## config.mk

```make
export PLATFORM = sky130hd
export DESIGN_NAME = mem_bus_arbiter
export DESIGN_NICKNAME = d
export VERILOG_FILES = /design/src/rtl/mem_bus_arbiter.sv
export SDC_FILE = /design/constraint.sdc
export NUM_CORES = 1
export LEC_CHECK = 0
export CORE_AREA = 10 10 370 372
export DETAILED_ROUTE_END_ITERATION = 7
export DIE_AREA = 0 0 380 382
export PLACE_DENSITY = 0.41
export SLEW_MARGIN = 10
export SYNTH_ARGS = -nofsm -noshare
export SYNTH_HDL_FRONTEND = slang
export SYNTH_SLANG_ARGS = --single-unit
```

## constraint.sdc

```tcl
create_clock -name clk -period 2.3 [get_ports clk]
set_clock_uncertainty 0.05 [all_clocks]
set_input_delay 0.345 -clock clk [delete_from_list [all_inputs] [get_ports clk]]
set_output_delay 0.345 -clock clk [all_outputs]
set_load 0.02 [all_outputs]
```

## src/rtl/mem_bus_arbiter.sv

```systemverilog
// Shares one downstream memory port among ICache, DCache and uncached requesters.
// Independent read/write FSMs with fixed priority and ordering hazard guards.
module mem_bus_arbiter #(
  parameter int LINE_WORD = 4
) (
  input  logic                   clk,
  input  logic                   resetn,

  input  logic                   ic_rd_req,
  input  logic [31:0]            ic_rd_addr,
  output logic                   ic_rd_rdy,
  output logic                   ic_ret_valid,
  output logic [LINE_WORD*32-1:0] ic_ret_data,

  input  logic                   dc_rd_req,
  input  logic [31:0]            dc_rd_addr,
  output logic                   dc_rd_rdy,
  output logic                   dc_ret_valid,
  output logic [LINE_WORD*32-1:0] dc_ret_data,

  input  logic                   dc_wr_req,
  input  logic [31:0]            dc_wr_addr,
  input  logic [LINE_WORD*32-1:0] dc_wr_data,
  output logic                   dc_wr_rdy,
  output logic                   dc_wr_valid,

  input  logic                   uc_rd_req,
  input  logic [31:0]            uc_rd_addr,
  input  logic [1:0]             uc_rd_size,
  output logic                   uc_rd_rdy,
  output logic                   uc_ret_valid,
  output logic [31:0]            uc_ret_data,

  input  logic                   uc_wr_req,
  input  logic [31:0]            uc_wr_addr,
  input  logic [31:0]            uc_wr_data,
  input  logic [3:0]             uc_wr_wstrb,
  output logic                   uc_wr_rdy,
  output logic                   uc_wr_valid,

  output logic                   m_rd_req,
  output logic [31:0]            m_rd_addr,
  output logic [7:0]             m_rd_len,
  output logic [1:0]             m_rd_size,
  input  logic                   m_rd_rdy,
  input  logic                   m_ret_valid,
  input  logic [LINE_WORD*32-1:0] m_ret_data,

  output logic                   m_wr_req,
  output logic [31:0]            m_wr_addr,
  output logic [7:0]             m_wr_len,
  output logic [1:0]             m_wr_size,
  output logic [LINE_WORD*32-1:0] m_wr_data,
  output logic [3:0]             m_wr_wstrb,
  input  logic                   m_wr_rdy,
  input  logic                   m_wr_valid
);

  localparam int          LINE_W   = LINE_WORD * 32;
  localparam int          OFF      = $clog2(LINE_WORD * 4);
  localparam logic [7:0]  LINE_LEN = 8'(LINE_WORD - 1);

  typedef enum logic [1:0] {R_IDLE, R_REQ, R_WAIT} rd_state_t;
  typedef enum logic [1:0] {W_IDLE, W_REQ, W_WAIT} wr_state_t;
  typedef enum logic [1:0] {RO_IC, RO_DC, RO_UC} rd_own_t;
  typedef enum logic       {WO_DC, WO_UC} wr_own_t;

  rd_state_t rd_state, rd_next;
  wr_state_t wr_state, wr_next;
  rd_own_t   rd_own;
  wr_own_t   wr_own;

  logic rd_grant_ic, rd_grant_dc, rd_grant_uc;
  logic wr_grant_dc, wr_grant_uc;
  logic wr_busy, uc_rd_block, dc_rd_block;

  // Ordering guards: an uncached read must not pass an outstanding uncached
  // write, and a DCache refill must not pass a writeback of the same line.
  assign wr_busy     = (wr_state != W_IDLE);
  assign uc_rd_block = wr_busy && (wr_own == WO_UC);
  assign dc_rd_block = wr_busy && (wr_own == WO_DC) &&
                       (dc_rd_addr[31:OFF] == m_wr_addr[31:OFF]);

  always_comb begin
    rd_next     = rd_state;
    rd_grant_ic = 1'b0;
    rd_grant_dc = 1'b0;
    rd_grant_uc = 1'b0;
    case (rd_state)
      R_IDLE: begin
        if (resetn) begin
          if (dc_rd_req && !dc_rd_block) begin
            rd_grant_dc = 1'b1;
            rd_next     = R_REQ;
          end else if (uc_rd_req && !uc_rd_block) begin
            rd_grant_uc = 1'b1;
            rd_next     = R_REQ;
          end else if (ic_rd_req) begin
            rd_grant_ic = 1'b1;
            rd_next     = R_REQ;
          end
        end
      end
      R_REQ:   if (m_rd_rdy) rd_next = R_WAIT;
      R_WAIT:  if (m_ret_valid) rd_next = R_IDLE;
      default: rd_next = R_IDLE;
    endcase
  end

  always_comb begin
    wr_next     = wr_state;
    wr_grant_dc = 1'b0;
    wr_grant_uc = 1'b0;
    case (wr_state)
      W_IDLE: begin
        if (resetn) begin
          if (dc_wr_req) begin
            wr_grant_dc = 1'b1;
            wr_next     = W_REQ;
          end else if (uc_wr_req) begin
            wr_grant_uc = 1'b1;
            wr_next     = W_REQ;
          end
        end
      end
      W_REQ:   if (m_wr_rdy) wr_next = W_WAIT;
      W_WAIT:  if (m_wr_valid) wr_next = W_IDLE;
      default: wr_next = W_IDLE;
    endcase
  end

  always_ff @(posedge clk or negedge resetn) begin
    if (!resetn) begin
      rd_state  <= R_IDLE;
      rd_own    <= RO_IC;
      m_rd_req  <= 1'b0;
      m_rd_addr <= '0;
      m_rd_len  <= '0;
      m_rd_size <= '0;
    end else begin
      rd_state <= rd_next;
      if (rd_grant_dc) begin
        rd_own    <= RO_DC;
        m_rd_req  <= 1'b1;
        m_rd_addr <= dc_rd_addr;
        m_rd_len  <= LINE_LEN;
        m_rd_size <= 2'd2;
      end else if (rd_grant_uc) begin
        rd_own    <= RO_UC;
        m_rd_req  <= 1'b1;
        m_rd_addr <= uc_rd_addr;
        m_rd_len  <= 8'd0;
        m_rd_size <= uc_rd_size;
      end else if (rd_grant_ic) begin
        rd_own    <= RO_IC;
        m_rd_req  <= 1'b1;
        m_rd_addr <= ic_rd_addr;
        m_rd_len  <= LINE_LEN;
        m_rd_size <= 2'd2;
      end else if (rd_state == R_REQ && m_rd_rdy) begin
        m_rd_req <= 1'b0;
      end
    end
  end

  always_ff @(posedge clk or negedge resetn) begin
    if (!resetn) begin
      wr_state   <= W_IDLE;
      wr_own     <= WO_DC;
      m_wr_req   <= 1'b0;
      m_wr_addr  <= '0;
      m_wr_len   <= '0;
      m_wr_size  <= '0;
      m_wr_data  <= '0;
      m_wr_wstrb <= '0;
    end else begin
      wr_state <= wr_next;
      if (wr_grant_dc) begin
        wr_own     <= WO_DC;
        m_wr_req   <= 1'b1;
        m_wr_addr  <= dc_wr_addr;
        m_wr_len   <= LINE_LEN;
        m_wr_size  <= 2'd2;
        m_wr_data  <= dc_wr_data;
        m_wr_wstrb <= 4'hF;
      end else if (wr_grant_uc) begin
        wr_own     <= WO_UC;
        m_wr_req   <= 1'b1;
        m_wr_addr  <= uc_wr_addr;
        m_wr_len   <= 8'd0;
        m_wr_size  <= 2'd2;
        m_wr_data  <= LINE_W'(uc_wr_data);
        m_wr_wstrb <= uc_wr_wstrb;
      end else if (wr_state == W_REQ && m_wr_rdy) begin
        m_wr_req <= 1'b0;
      end
    end
  end

  assign ic_rd_rdy = rd_grant_ic;
  assign dc_rd_rdy = rd_grant_dc;
  assign uc_rd_rdy = rd_grant_uc;
  assign dc_wr_rdy = wr_grant_dc;
  assign uc_wr_rdy = wr_grant_uc;

  // Completion strobes only count while the matching FSM is waiting.
  assign ic_ret_valid = (rd_state == R_WAIT) && m_ret_valid && (rd_own == RO_IC);
  assign dc_ret_valid = (rd_state == R_WAIT) && m_ret_valid && (rd_own == RO_DC);
  assign uc_ret_valid = (rd_state == R_WAIT) && m_ret_valid && (rd_own == RO_UC);
  assign dc_wr_valid  = (wr_state == W_WAIT) && m_wr_valid && (wr_own == WO_DC);
  assign uc_wr_valid  = (wr_state == W_WAIT) && m_wr_valid && (wr_own == WO_UC);

  assign ic_ret_data = m_ret_data;
  assign dc_ret_data = m_ret_data;
  assign uc_ret_data = m_ret_data[31:0];

endmodule

```

# After elaboration in Yosys (flattened, before gate mapping)
# Index checks and enable logic that the tools add are counted.
totals:
  reg_bits: 225
  latch_bits: 0
  ram_bits: 0
  mem_bits_ro: 0
  inputBits: 465
  output_inout_bits: 516
  elab_cells: 119
  memories: 0
op_classes:
  n_addsub: 0
  multipliers: 0
  n_div: 0
  magnitude_cmp: 0
  eq_ne: 15
  shifts: 0
  mux: 63
  bitwise_logic: 1
  reduce_logical: 26
op_table:
  columns: ["cell", "count"]
  rows:
  - ["$mux 128", 2]
  - ["$mux 32", 5]
  - ["$mux 8", 5]
  - ["$mux 2", 19]
  - ["$eq 28x28->1", 1]
  - ["$mux 1", 28]
  - ["$logic_and 1x1->1", 14]
  - ["$ne 2x2->1 const B", 6]
  - ["$pmux 2 s3", 2]
  - ["$mux 4", 2]
  - ["$reduce_and 4->1", 2]
  - ["$eq 2x1->1 const B", 3]
  - ["$eq 2x2->1 const B", 3]
  - ["$logic_not 2->1", 3]
  - ["$reduce_bool 3->1", 2]
  - ["$ne 4x4->1 const B", 1]
  - ["$reduce_bool 2->1", 2]
  - ["$reduce_bool 4->1", 1]
  - ["$ne 3x3->1 const B", 1]
  - ["$logic_not 1->1", 2]
  - ["$not 1->1", 1]

# Longest topological paths before layout
logic_depth:
  ltp_word: 11
  depth_mapped: 9
  depth_no_buf: 7

# Worst setup path after synthesis
# No wires, ideal clock.
synth_timing:
  kind: "register to output"
  from: "register m_wr_addr[15]"
  to: "output port ic_rd_rdy"
  t_arrival_ps: 1967
  t_required_ps: 1905
  path_slack_ps: -62
  stages_incl_launch_ff: 7
  path_buffers: 1
  cell_sequence: "dfrtp_1 -> xnor2_1 -> nand4_1 -> nor4_1 -> a21boi_2 -> buf_2 -> nor3_1"
synth_via:
  elab_chain_len: 7
synth_rtl:
  columns: ["item", "line", "source"]
  rows:
  - ["from (decl)", "50", "output logic [31:0] m_wr_addr,"]
  - ["from (signal assigned)", "181", "m_wr_addr <= dc_wr_addr;"]
  - ["from (signal assigned)", "189", "m_wr_addr <= uc_wr_addr;"]
  - ["$eq 28x28->1", "82", "(dc_rd_addr[31:OFF] == m_wr_addr[31:OFF]);"]
  - ["$logic_and 1x1->1", "81", "assign dc_rd_block = wr_busy && (wr_own == WO_DC) &&"]
  - ["$logic_not 1->1", "92", "if (dc_rd_req && !dc_rd_block) begin"]
  - ["$logic_and 1x1->1", "92", null]
  - ["$mux 1", "92", null]
  - ["$mux 1", "91", "if (resetn) begin"]
  - ["$mux 1", "89", "case (rd_state)"]
  - ["to (decl)", "11", "output logic ic_rd_rdy,"]
# Every way passes these cells.

# Worst setup path after layout
layout_timing:
  from: "register m_wr_addr[9]"
  to: "output port dc_rd_rdy"
layout_via:
  elab_chain_len: 7
layout_rtl:
  columns: ["item", "line", "source"]
  rows:
  - ["$eq 28x28->1", "82", null]
  - ["$logic_and 1x1->1", "81", null]
  - ["$logic_not 1->1", "92", null]
  - ["$logic_and 1x1->1", "92", null]
  - ["$mux 1", "92", null]
  - ["$mux 1", "91", null]
  - ["$mux 1", "89", null]
  - ["to (decl)", "17", "output logic dc_rd_rdy,"]
# Every way passes these cells.

==> flow_summary_export.csv <==
group,metric,value,unit
grt,grt_pass1_wl,106,mm
synthesis,syn_avg_cell_area,10.6,um2
pwr,peakVddDrop,0.679,mV
floorplan,start_util,8.94,%
routing,drtPass1Iterations,7,
pwr,power_density,1240,nW/um2
timing,min_period_over_period,130,%
grt,grt-ovfl-total,0,
setup_path,critPathBufInv,5,
timing,rsz0062_at_grt,"true",
timing,worst_slew_margin_rel,30.8,%
finish,finalInstanceArea,20100,um2
clock_tree,path_clk_slew,0.06,ns
clock_tree,insertion_delay,0.61,ns
place,place.gp.congestion,0.763,
setup_path,path_cells,"xnor2_1 > buf_4 > nand4_1 > nor4_4 > buf_4 > buf_4 > a21o_4 > inv_4 > buf_6",
synthesis,ys_warn_count,0,
grt,grt_pass1_vias,10716,
synthesis,synth.distinct_cells,46,
floorplan,die-area,145000,um2
clock_tree,cts_tree,"yes",
setup_path,r2r_start,"m_wr_addr[9]",
floorplan,fp-row-count,132,
grt,antenna_found_initial,55,
routing,vias,9909,
synthesis,syn_area,11500,um2
pwr,total_leakage_power,7.97,nW
finish,areaGrowthSynthToFinish,73.6,%
run_status,status,"complete, but fails checks",
synthesis,ys.flop_type,"dfrtp_1",
clock_tree,numClockSinks,210,
clock_tree,htree_levels,2,
timing,period_needed,2.99,ns
run_status,violations,"negative setup slack",
timing,hold_violations,0,
clock_tree,clockBufferDepth,3,
routing,drcViolationCount,0,
timing,fin_ws,-0.686,ns
setup_path,r2r_end,"m_rd_addr[2]",
job,cap_violations,0,
routing,wirelength,82.3,mm
routing,first_iter_violations,668,
place,hpwl,66.7,mm
setup_path,path_delay_family,"buffers and inverters",
setup_path,critPathCapture,"dc_rd_rdy",
setup_path,cp.depth,9,
timing,tightest_slew,1.04,ns
setup_path,crit_fanout,3,
place,port_buffers,551,
floorplan,io_pins,981,
grt,grt.total_usage,10.7,%
grt,grt_max_degree,142,
routing,viasPerCell,3.05,
finish,drive_above_1_share,23.2,%
place,placed_cell_area,17900,um2
floorplan,die_w,380,um
setup_path,crit_top_cell,"buf_4",
synthesis,synth-edff-count,0,
synthesis,seq_area_frac_synth,45.5,%
synthesis,async_flop_share,100,%
worst_hold_path,min_path_type,"input port to asynchronous set/reset pin",
setup_path,cp.arrival,2.59,ns
setup_path,endpoint_kind,"output pin",
setup_path,reg2regPathDepth,11,
timing,maxSlewViolCount,0,
setup_path,critPathMaxStageDelay,0.47,ns
clock_tree,cts_root_buffer,"clkbuf_16",
synthesis,ys_seq_elements,210,
clock_tree,numCtsBuffers,34,
setup_path,ff2ff_setup_slack,-0.35,ns
setup_path,critical_path_class,"flip-flop to output pin",
setup_path,start_kind,"flip-flop",
setup_path,slowest_stage,"dfrtp_2",
timing,fmax,0.335,GHz
setup_path,critPathRequiredTime,1.90,ns
routing,detail-route-antenna-nets,0,
floorplan,die_h,382,um
timing,finalSetupViolations,43,
synthesis,synthCells,1089,
timing,holdWs,0.0394,ns
pwr,power,24.8,mW
routing,drt-wirelength-per-cell,25.4,um
setup_path,crit_start,"m_wr_addr[9]",
finish,nets,1940,
floorplan,core,129000,um2
[cell usage after synthesis (all sizes together), types with 2 or more instances]
library cell  count  area [um2]
a211oi           28         350
a21o              3        22.5
a21oi             2        10.0
a222oi           32         320
a22o             96         841
and2              2        12.5
buf             344        2490
clkbuf           23        86.3
dfrtp           210        5260
inv              36         135
mux2             32         360
mux2i            32         320
nand2            47         179
nand2b            4        25.0
nand3             4        20.0
nand3b            2        15.0
nand4             6        37.5
nor2             64         243
nor3             30         150
nor3b             4        35.0
nor4              2        27.5
o21a              2        15.0
o21ai            39         195
o221a             4        45.0
o22a              4        35.0
xnor2            27         236
[worst min-delay path by stage]
stage                 from            end  slack, ns  cells after the start
detailed placement  resetn   m_rd_addr[3]       0.33                      2
CTS                 resetn         wr_own       0.01                      3
finish              resetn         wr_own       0.04                      3
floorplan           resetn   m_rd_addr[0]    -0.0006                      0
global route        resetn         wr_own       0.04                      3
global placement    resetn  m_rd_addr[31]       0.33                      2
[logic make-up (layout without fill, tap and decap cells)]
kind of cell / count (synthesis) / after routing / synth area share [%]
buf+inv: 403 / 800 / 23.5
compound gates: 214 / 214 / 16.2
flops: 210 / 210 / 45.5
simple gates: 169 / 169 / 6.74
mux: 64 / 64 / 5.89
xor+xnor: 28 / 28 / 2.12
other cells: 1 / 19 / 0.0325
[layer usage]
metal	GRT usage, %	vias to the layer above	wire length [um]
met5	0	-	261
met2	17.2	742	37400
met3	7.14	205	11400
met4	3.33	42	2850
li1	-	4288	-
met1	11.4	4632	30500
[registers in the layout, indices dropped and copies added (netlist names)]
register / count
m_wr_len: 1
m_rd_size: 2
m_rd_len: 1
m_rd_addr: 32
wr_own: 1
m_wr_req: 1
m_wr_data: 128
m_wr_size: 1
rd_own: 2
wr_state: 2
m_wr_wstrb: 4
rd_state: 2
m_wr_addr: 32
m_rd_req: 1
[power breakdown]
group,internal [mW],total (mW),switching [mW],leakage [nW]
registers,5.42,6.79,1.37,2.55
clock network,3.21,5.48,2.26,0.546
logic,6.12,12.5,6.40,4.87
[worst min-delay path, cell delays in order]
cell	delay (ns)
buf_8	0.15
buf_4	0.13
buf_4	0.51
[final cells by class]
| type | count | area (um2) |
|---|---|---|
| Antenna cell | 6 | 15.0 |
| Clock buffer | 50 | 981 |
| Clock inverter | 9 | 149 |
| Fill cell | 14522 | 109000 |
| Inverter | 36 | 140 |
| Multi-Input combinational cell | 488 | 4120 |
| Sequential cell | 210 | 5270 |
| Tap cell | 1742 | 2180 |
| Timing Repair Buffer | 705 | 7200 |
[metrics by stage]
| stage | cells | utilization [%] | setup WS, ns | TNS (ns) |
|---|---|---|---|---|
| after floorplan | 1101 | - | 0.0999 | 0 |
| after global placement | 3145 | 13.8 | -1.12 | -34.20 |
| after detailed placement | 3145 | 13.8 | -1.12 | -33.07 |
| after CTS | 3223 | 15.2 | -0.841 | -23.23 |
| after global routing | 3242 | 15.5 | -0.828 | -17.58 |
| final | 3246 | 15.5 | -0.686 | -12.48 |
[layout by cell type (no fill, tap or decap), drive strengths merged, types with 6 or more instances in the layout]
| cell | n |
|---|---|
| a211oi | 28 |
| a222oi | 32 |
| a22o | 96 |
| buf | 161 |
| clkbuf | 53 |
| clkdlybuf4s50 | 528 |
| conb | 13 |
| dfrtp | 210 |
| diode | 6 |
| dlygate4sd2 | 8 |
| inv | 38 |
| mux2 | 32 |
| mux2i | 32 |
| nand2 | 47 |
| nand4 | 6 |
| nor2 | 64 |
| nor3 | 30 |
| o21ai | 39 |
| xnor2 | 27 |
[timing repair]
item	in CTS	in global routing
setup buffers	10	21
endpoints found under the hold margin	25	0
endpoints found under the setup margin	61	72
cloned	8	3
resized for setup	121	64
hold buffers	1	0
pin swaps	13	41
Power figures use the tool's default switching activity.
